**src/rtl/am_lock_multi_rx.sv**
```systemverilog
// am_lock_multi_rx: clause-82 alignment-marker lock for one PCS lane; optional AM_LOCK_CNT_EN adds am_err_cnt_o
module am_lock_multi_rx #(
    parameter int BLOCK_W     = 66,
    parameter int LANE_N      = 4,
    parameter int GAP_N       = 16383,
    parameter int INVALID_MAX = 4
) (
    input  logic               clk,
    input  logic               reset,
    input  logic               valid_i,
    input  logic [BLOCK_W-1:0] block_i,
    output logic               slip_v_o,
    output logic               lock_v_o,
    output logic               am_v_o,
    output logic [LANE_N-1:0]  lane_o
`ifdef AM_LOCK_CNT_EN
    ,
    output logic [15:0]        am_err_cnt_o
`endif
);
    localparam int LW = (LANE_N > 1) ? $clog2(LANE_N) : 1;
    localparam logic [14:0] GAP = 15'(GAP_N);
    localparam logic [3:0] INV_LAST = 4'(INVALID_MAX - 1);

    typedef enum logic [1:0] {FIND, CHECK, LOCKED} state_t;

    function automatic logic [23:0] am_code(input int l);
        am_code = 24'h0;
        if (LANE_N == 20) begin
            case (l)
                0:  am_code = 24'h2168c1;
                1:  am_code = 24'h8e719d;
                2:  am_code = 24'he84b59;
                3:  am_code = 24'h7b954d;
                4:  am_code = 24'h0907f5;
                5:  am_code = 24'hc214dd;
                6:  am_code = 24'h264a9a;
                7:  am_code = 24'h66457b;
                8:  am_code = 24'h7624a0;
                9:  am_code = 24'hfbc968;
                10: am_code = 24'h996cfd;
                11: am_code = 24'h5591b9;
                12: am_code = 24'hb2b95c;
                13: am_code = 24'hbdf81a;
                14: am_code = 24'hcac783;
                15: am_code = 24'hcd3635;
                16: am_code = 24'h4c31c4;
                17: am_code = 24'hb7d6ad;
                18: am_code = 24'h2a665f;
                19: am_code = 24'he5f0c0;
                default: am_code = 24'h0;
            endcase
        end else begin
            case (l)
                0: am_code = 24'h477690;
                1: am_code = 24'he6c4f0;
                2: am_code = 24'h9b65c5;
                3: am_code = 24'h3d79a2;
                default: am_code = 24'h0;
            endcase
        end
    endfunction

    // BIP bytes carry parity only and never take part in marker identification
    function automatic logic is_am(input logic [BLOCK_W-1:0] b, input logic [23:0] c);
        is_am = b[65:64] == 2'b10 && b[23:0] == c && b[55:32] == ~c;
    endfunction

    state_t            state, state_n;
    logic [14:0]       cnt;
    logic [3:0]        inv;
    logic [LW-1:0]     lane, hit_lane;
    logic              hit, good, at_pos;
    logic              find_hit, chk_ok, chk_bad, lk_ok, lk_bad, lose;
    logic              slip_n, am_n, lock_n;
    logic [LANE_N-1:0] lane_n;
    logic              bip_unused;

    assign bip_unused = ^{block_i[63:56], block_i[31:24]};

    // marker search across all lanes (lowest index wins) and check against the stored lane
    always_comb begin
        hit = 1'b0;
        hit_lane = '0;
        for (int l = LANE_N - 1; l >= 0; l--)
            if (is_am(block_i, am_code(l))) begin
                hit = 1'b1;
                hit_lane = LW'(l);
            end
        at_pos = valid_i && cnt == GAP;
        good = is_am(block_i, am_code(int'(lane)));
    end

    // state register
    always_ff @(posedge clk) begin
        if (reset) state <= FIND;
        else       state <= state_n;
    end

    // next-state decisions
    always_comb begin
        find_hit = state == FIND && valid_i && hit;
        chk_ok   = state == CHECK && at_pos && good;
        chk_bad  = state == CHECK && at_pos && !good;
        lk_ok    = state == LOCKED && at_pos && good;
        lk_bad   = state == LOCKED && at_pos && !good;
        lose     = lk_bad && inv == INV_LAST;
        state_n  = find_hit ? CHECK :
                   chk_ok   ? LOCKED :
                   (chk_bad || lose) ? FIND : state;
    end

    // output values for the next cycle
    always_comb begin
        slip_n = chk_bad || lose;
        am_n   = lk_ok;
        lock_n = state_n == LOCKED;
        lane_n = lock_n ? LANE_N'(1) << lane : '0;
    end

    // position/invalid counters, stored lane and registered outputs
    always_ff @(posedge clk) begin
        if (reset) begin
            cnt      <= '0;
            inv      <= '0;
            lane     <= '0;
            slip_v_o <= 1'b0;
            am_v_o   <= 1'b0;
            lock_v_o <= 1'b0;
            lane_o   <= '0;
        end else begin
            if (find_hit) lane <= hit_lane;
            cnt      <= (find_hit || at_pos) ? 15'd0 : valid_i ? cnt + 15'd1 : cnt;
            inv      <= (lk_ok || lose) ? 4'd0 : lk_bad ? inv + 4'd1 : inv;
            slip_v_o <= slip_n;
            am_v_o   <= am_n;
            lock_v_o <= lock_n;
            lane_o   <= lane_n;
        end
    end

`ifdef AM_LOCK_CNT_EN
    // saturating lifetime count of invalid markers seen while locked
    always_ff @(posedge clk) begin
        if (reset)                             am_err_cnt_o <= '0;
        else if (lk_bad && am_err_cnt_o != '1) am_err_cnt_o <= am_err_cnt_o + 16'd1;
    end
`endif
endmodule

```
**config.mk**
```make
export PLATFORM = sky130hd
export DESIGN_NAME = am_lock_multi_rx
export DESIGN_NICKNAME = d
export VERILOG_FILES = /design/src/rtl/am_lock_multi_rx.sv
export SDC_FILE = /design/constraint.sdc
export NUM_CORES = 1
export LEC_CHECK = 0
export ABC_AREA = 0
export CORE_MARGIN = 2
export CORE_UTILIZATION = 48
export DETAILED_ROUTE_END_ITERATION = 7
export HOLD_SLACK_MARGIN = 0.02
export PLACE_DENSITY = 0.84
export SLEW_MARGIN = 20
export SYNTH_ARGS = -nofsm -noshare
export SYNTH_HDL_FRONTEND = slang
export SYNTH_SLANG_ARGS = --single-unit
```
**constraint.sdc**
```tcl
create_clock -name clk -period 4.25 [get_ports clk]
set_input_delay 0.85 -clock clk [delete_from_list [all_inputs] [get_ports clk]]
set_output_delay 0.85 -clock clk [all_outputs]
set_load 0.005 [all_outputs]
```
==> results.yml, run 1 <==
status:
  status: "completed"
sta:
  timing.fmax_mhz: 293
  rsz0062_at_grt: "false"
  hold_viol: 0
  fin_skew_ps: 10.2
  period_needed_ps: 3410
  worst_slack_ps: 841
  max_slew_margin_pct: 57.9
  tns_ps: 0
  finalCritPeriodShare_pct: 80.2
  setup_viol: 0
  drv_slew: 0
  tightest_slew_ps: 622
clock_network:
  cts_tree: "done"
  cts-resized-gates: 0
  clk_latency_ps: 280
  hold_buffers: 0
  cts_root_buf: "clkbuf_8"
  clockBufferDepth: 2
  htreeDepth: 2
  clock-sinks: 30
  cts-buffers-inserted: 5
  clk_pin_slew_ps: 60
  post_cts_buffers: 0
floorplan:
  die-area_sq_um: 4660
  core_sq_um: 4000
  die_x_microns: 68.3
  fp-row-count: 23
  start_util_pct: 49.6
  io_pins: 76
  floorplan.die.height_microns: 68.3
detailed_routing:
  final_antenna_net_count: 0
  num_vias: 2047
  wl_per_cell_microns: 15.1
  wl_microns: 5270
  drt_iter0_drc: 137
  drc: 0
  avgViaCountPerCell: 5.88
  firstDrtPassIters: 4
power_and_ir_drop:
  power_switching_mw: 0.143
  power.leakage_nw: 0.927
  p_int_mw: 0.476
  clkPwrFrac_pct: 37.8
  cellPowerDensity_nw_per_um2: 229
  p_total_mw: 0.619
  vdd_drop_max_mv: 0.251
  power_frac_comb_pct: 15.4
  pwr-share-seq_pct: 46.8
  p_sw_share_pct: 23.2
global_routing:
  grt_overflow_total: 0
  grt_max_degree: 22
  grt_util_met3_pct: 5.26
  use_met1_pct: 28.0
  grt_pass1_wl_microns: 8980
  grt_pass1_vias: 2114
  grt-busiest-layer: "met2"
  grt.total_usage_pct: 25.0
  antenna_found_initial: 0
  grt_use_met2_pct: 46.2
yosys:
  synth_top_area_share_pct: 30.3
  synth-async-reset-ratio_pct: 0
  syn_inst: 236
  syn_nets: 311
  ys_ff_latch: 30
  synthTopCellsByArea: "dfxtp_1, xor2_1, nor4bb_1, nand4_1, ha_1"
  syn_area_per_cell_sq_um: 8.40
  synth_ff_type: "dfxtp_1"
  synth_largest_area_cell: "dfxtp_1"
  synthesis.area_sq_um: 1980
  synth.distinct_cells: 51
  yosys_warnings: 0
  synth-edff-count: 0
  synth_seq_area_share_pct: 30.3
placed_design:
  dp_slack_ps: 548
  port_buffers: 59
  gp_congestion: 0.871
  placed_cells: 340
  dp_hpwl_microns: 4150
setup_path:
  cp.buffers_inverters: 2
  cp_data_required_time_ps: 4460
  slowest_stage: "or4b_1"
  critPathLaunchType: "input port"
  crit_family: "simple AND/OR/NAND/NOR gates"
  worst-setup-path-type: "input port to register"
  worstPathCellList: "clkdlybuf4s50_1, or4b_1, or4_1, a2111oi_0, and4_1, buf_4, o31ai_1, a211oi_2"
  end_kind: "register"
  cp_max_fo: 5
  slowest_delay_ps: 540
  arrival_ps: 3620
final_layout:
  area_delta_synth_final_pct: 36.5
  fillers: 347
  fin_nets: 372
  seq_area_sq_um: 601
  final_cells: 348
  num_antenna_cells: 0
  layout_commonest_cell: "clkdlybuf4s50_1"
  drive_above_1_share_pct: 4.70
  multi_input_area_sq_um: 1320
  layout_common_cells: "clkdlybuf4s50_1, dfxtp_1, nor2_1"
flow_run:
  max_cap_viol_count: 0
min_path:
  hp-class: "register to register"
## Yosys cell counts, types with 2 or more instances
library cell  number
or3_1              2
nand4b_1           3
o21bai_1           2
or4_1              2
nand2b_1           2
o22ai_1            2
o211ai_1           2
ha_1               6
dfxtp_1           30
a211oi_1           2
and3_1             2
nor2_1            17
nor3b_1           10
nor4b_1            2
buf_2              2
or2_2              2
clkbuf_1           4
xor2_1            13
a31oi_1            3
nor3_1            13
o2111ai_1          3
nor4bb_1           9
and3b_1            5
xnor2_1            4
inv_1              6
nand4_1           13
mux2i_1            3
a21oi_1            6
nand2_1           14
nand3_1           10
nor4_1             9
nor2b_1            8
nand3b_1           2
o21ai_0            3
and4_1             4
## stage by stage
stage,hold slack (ps),util [%],area (sq um)
after global routing,490,67.7,2710
after floorplan,424,-,1980
after global placement,442,65.4,2620
after CTS,467,67.7,2710
final,466,67.7,2710
after detailed placement,456,65.4,2620
## kinds of logic after synthesis
| group | count (synthesis) | synth area share (%) |
|---|---|---|
| AND/OR/NAND/NOR | 133 | 41.5 |
| AO/OA/AOI/OAI | 33 | 12.3 |
| flip-flops | 30 | 30.3 |
| XOR/XNOR | 17 | 7.51 |
| buffers and inverters | 14 | 3.15 |
| adder cells (fa/ha/maj) | 6 | 3.79 |
| multiplexers | 3 | 1.51 |
## layout make-up
class / instances / share of cell area [%]
clock buffers: 7 / 3.19
well taps: 50 / 2.31
repair buffers: 61 / 22.4
inverters: 7 / 0.971
flip-flops and latches: 30 / 22.2
multi-input cells: 192 / 48.8
clock inverters: 1 / 0.185
## per-layer routing
metal,wire length [microns],vias up
li1,-,1021
met1,2190,948
met2,2650,66
met3,341,12
met4,85,0
met5,0,-
## power by group through the flow
stage | sequential (mW) | clock (mW) | combinational (mW)
floorplan | 0.295 | 0 | 0.0311
global placement | 0.296 | 0 | 0.0921
detailed placement | 0.296 | 0 | 0.0944
CTS | 0.290 | 0.238 | 0.0950
global route | 0.290 | 0.249 | 0.104
finish | 0.290 | 0.234 | 0.0954
## sequential cells by signal (all words and copies together), names as in the netlist
register / count
am_v_o: 1
slip_v_o: 1
state: 2
lane: 2
lane_o: 4
lock_v_o: 1
cnt: 15
inv: 4
## worst paths after layout
| check | startpoint | endpoint | slack [ps] | depth (start not counted) |
|---|---|---|---|---|
| worst max-delay path | block_i[0] | state[1] | 840 | 8 |
| worst min-delay path | cnt[14] | cnt[14] | 470 | 2 |
| worst max register to register | lane[1] | state[1] | 1400 | 8 |
| worst min register to register | cnt[14] | cnt[14] | 470 | 2 |
## tightest hold or removal path, cell delays in order, from the launching register on
cell	delay, ps
dfxtp_1	310
o21ai_0	70
nor2_1	40
No activity file was read; power rests on OpenSTA's default activity.
==> run 2, diff against run 1 <==
Settings changed: CORE_UTILIZATION 48 to 40, PLACE_DENSITY 0.84 to 0.75.
Clock period 4.25 ns to 3.1 ns, I/O delays scaled along.
==> run 2 against run 1 <==
- worst hold slack barely moved
- largest power group unchanged
- first-iteration DRC count rose by 49%
- cell area rose by 6.1%
- global-route usage fell by 4.1 points
==> results.yml, run 2 (synthesized netlist as in run 1, its figures left out) <==
status:
  status: "completed"
clock_network:
  htreeDepth: 2
  clock-sinks: 30
  cts_root_buf: "clkbuf_8"
  clk_pin_slew_ps: 60
  clockBufferDepth: 2
  cts_tree: "done"
  clk_latency_ps: 270
  cts-buffers-inserted: 5
  hold_buffers: 0
final_layout:
  regMostFlops: "cnt"
  largest_reg_flops: 15
  fin_nets: 386
  layout_common_cells: "clkdlybuf4s50_1, dfxtp_1, nor2_1"
  finalInstanceArea_sq_um: 2870
  num_antenna_cells: 0
  fillers: 437
  layout_commonest_cell: "clkdlybuf4s50_1"
  drive_above_1_share_pct: 9.94
  area_delta_synth_final_pct: 44.7
  postLayoutCoreUtil_pct: 60.4
  reg_top3: "cnt (15), inv (4), lane_o (4)"
sta:
  hold_viol: 0
  drv_slew: 0
  period_needed_ps: 3010
  finalCritPeriodShare_pct: 97.1
  worst_slack_ps: 89.3
  fin_skew_ps: 3.26
  tightest_slew_ps: 460
  setup_viol: 0
  max_slew_margin_pct: 68.9
  tns_ps: 0
  rsz0062_at_grt: "false"
  timing.fmax_mhz: 332
floorplan:
  core_sq_um: 4750
  die_x_microns: 74.4
  io_pins: 76
  floorplan.die.height_microns: 74.4
  die-area_sq_um: 5540
  fp-row-count: 25
  start_util_pct: 41.7
placed_design:
  dp_hpwl_microns: 4130
  placed_area_sq_um: 2750
  port_buffers: 59
  gp_congestion: 0.829
  dp_slack_ps: -387
detailed_routing:
  num_vias: 2066
  final_antenna_net_count: 0
  drc: 0
  wl_per_cell_microns: 14.1
  wl_microns: 5330
  avgViaCountPerCell: 5.45
  drt_iter0_drc: 204
  firstDrtPassIters: 4
global_routing:
  grt_max_degree: 22
  grt_overflow_total: 0
  grt_pass1_wl_microns: 9130
  grt_pass1_vias: 1979
  grt.total_usage_pct: 20.9
  antenna_found_initial: 0
setup_path:
  crit_family: "simple AND/OR/NAND/NOR gates"
  slowest_stage: "or4b_1"
  cp.buffers_inverters: 2
  end_kind: "register"
  slowest_delay_ps: 570
  critPathLaunchType: "input port"
  cp_max_fo: 5
  cp_data_required_time_ps: 3270
  worstPathCellList: "clkdlybuf4s50_1, or4b_1, or4_4, a2111oi_4, and4_4, buf_4, a211oi_1, a31o_1"
  arrival_ps: 3180
  worst-setup-path-type: "input port to register"
  ff2ff_setup_slack_ps: 510
min_path:
  hp-class: "register to register"
flow_run:
  max_cap_viol_count: 0
power_and_ir_drop:
  cellPowerDensity_nw_per_um2: 298
  power.leakage_nw: 1.00
  vdd_drop_max_mv: 0.393
  p_total_mw: 0.854
run 2: area by class of cell:
| type | instances | area, sq um | share of cell area (%) |
|---|---|---|---|
| repair buffers | 75 | 723 | 25.2 |
| inverters | 7 | 26.3 | 0.915 |
| clock buffers | 7 | 86.3 | 3.01 |
| flip-flops and latches | 30 | 601 | 20.9 |
| multi-input cells | 192 | 1350 | 46.9 |
| well taps | 67 | 83.8 | 2.92 |
| clock inverters | 1 | 5.00 | 0.174 |
run 2: worst paths after layout:
kind,startpoint,end,cells after the start
worst max-delay path,block_i[0],inv[3],8
worst min-delay path,cnt[14],cnt[14],2
worst max register to register,lane[1],inv[0],9
worst min register to register,cnt[14],cnt[14],2
run 2: per-layer routing:
metal | routed length (microns) | GRT usage, % | vias up
met1 | 2450 | 27.3 | 948
met4 | 24 | 4.17 | 0
met2 | 2490 | 35.7 | 63
met3 | 359 | 4.47 | 2
li1 | - | - | 1053
met5 | 0 | 0 | -
run 2: timing repair:
item	4_1_cts	5_1_grt
pin swaps	1	1
buffers inserted	0	0
resized for setup	3	3
endpoints found under the setup margin	10	4
cloned	0	0
run 2: worst min-delay path: cells and delay by family (launching register included):
family	cells	cell delay [ps]
flops	1	310
compound gates	1	70
simple gates	1	40
run 2: power breakdown:
group	leakage [nW]	switching, mW	internal (mW)
clock	0.0482	0.140	0.179
sequential	0.242	0.00698	0.391
combinational	0.711	0.0500	0.0880
run 2: metrics by stage:
stage,hold slack [ps],instances
finish,466,379
global placement,441,371
global route,521,379
floorplan,424,236
detailed placement,459,371
CTS,470,379
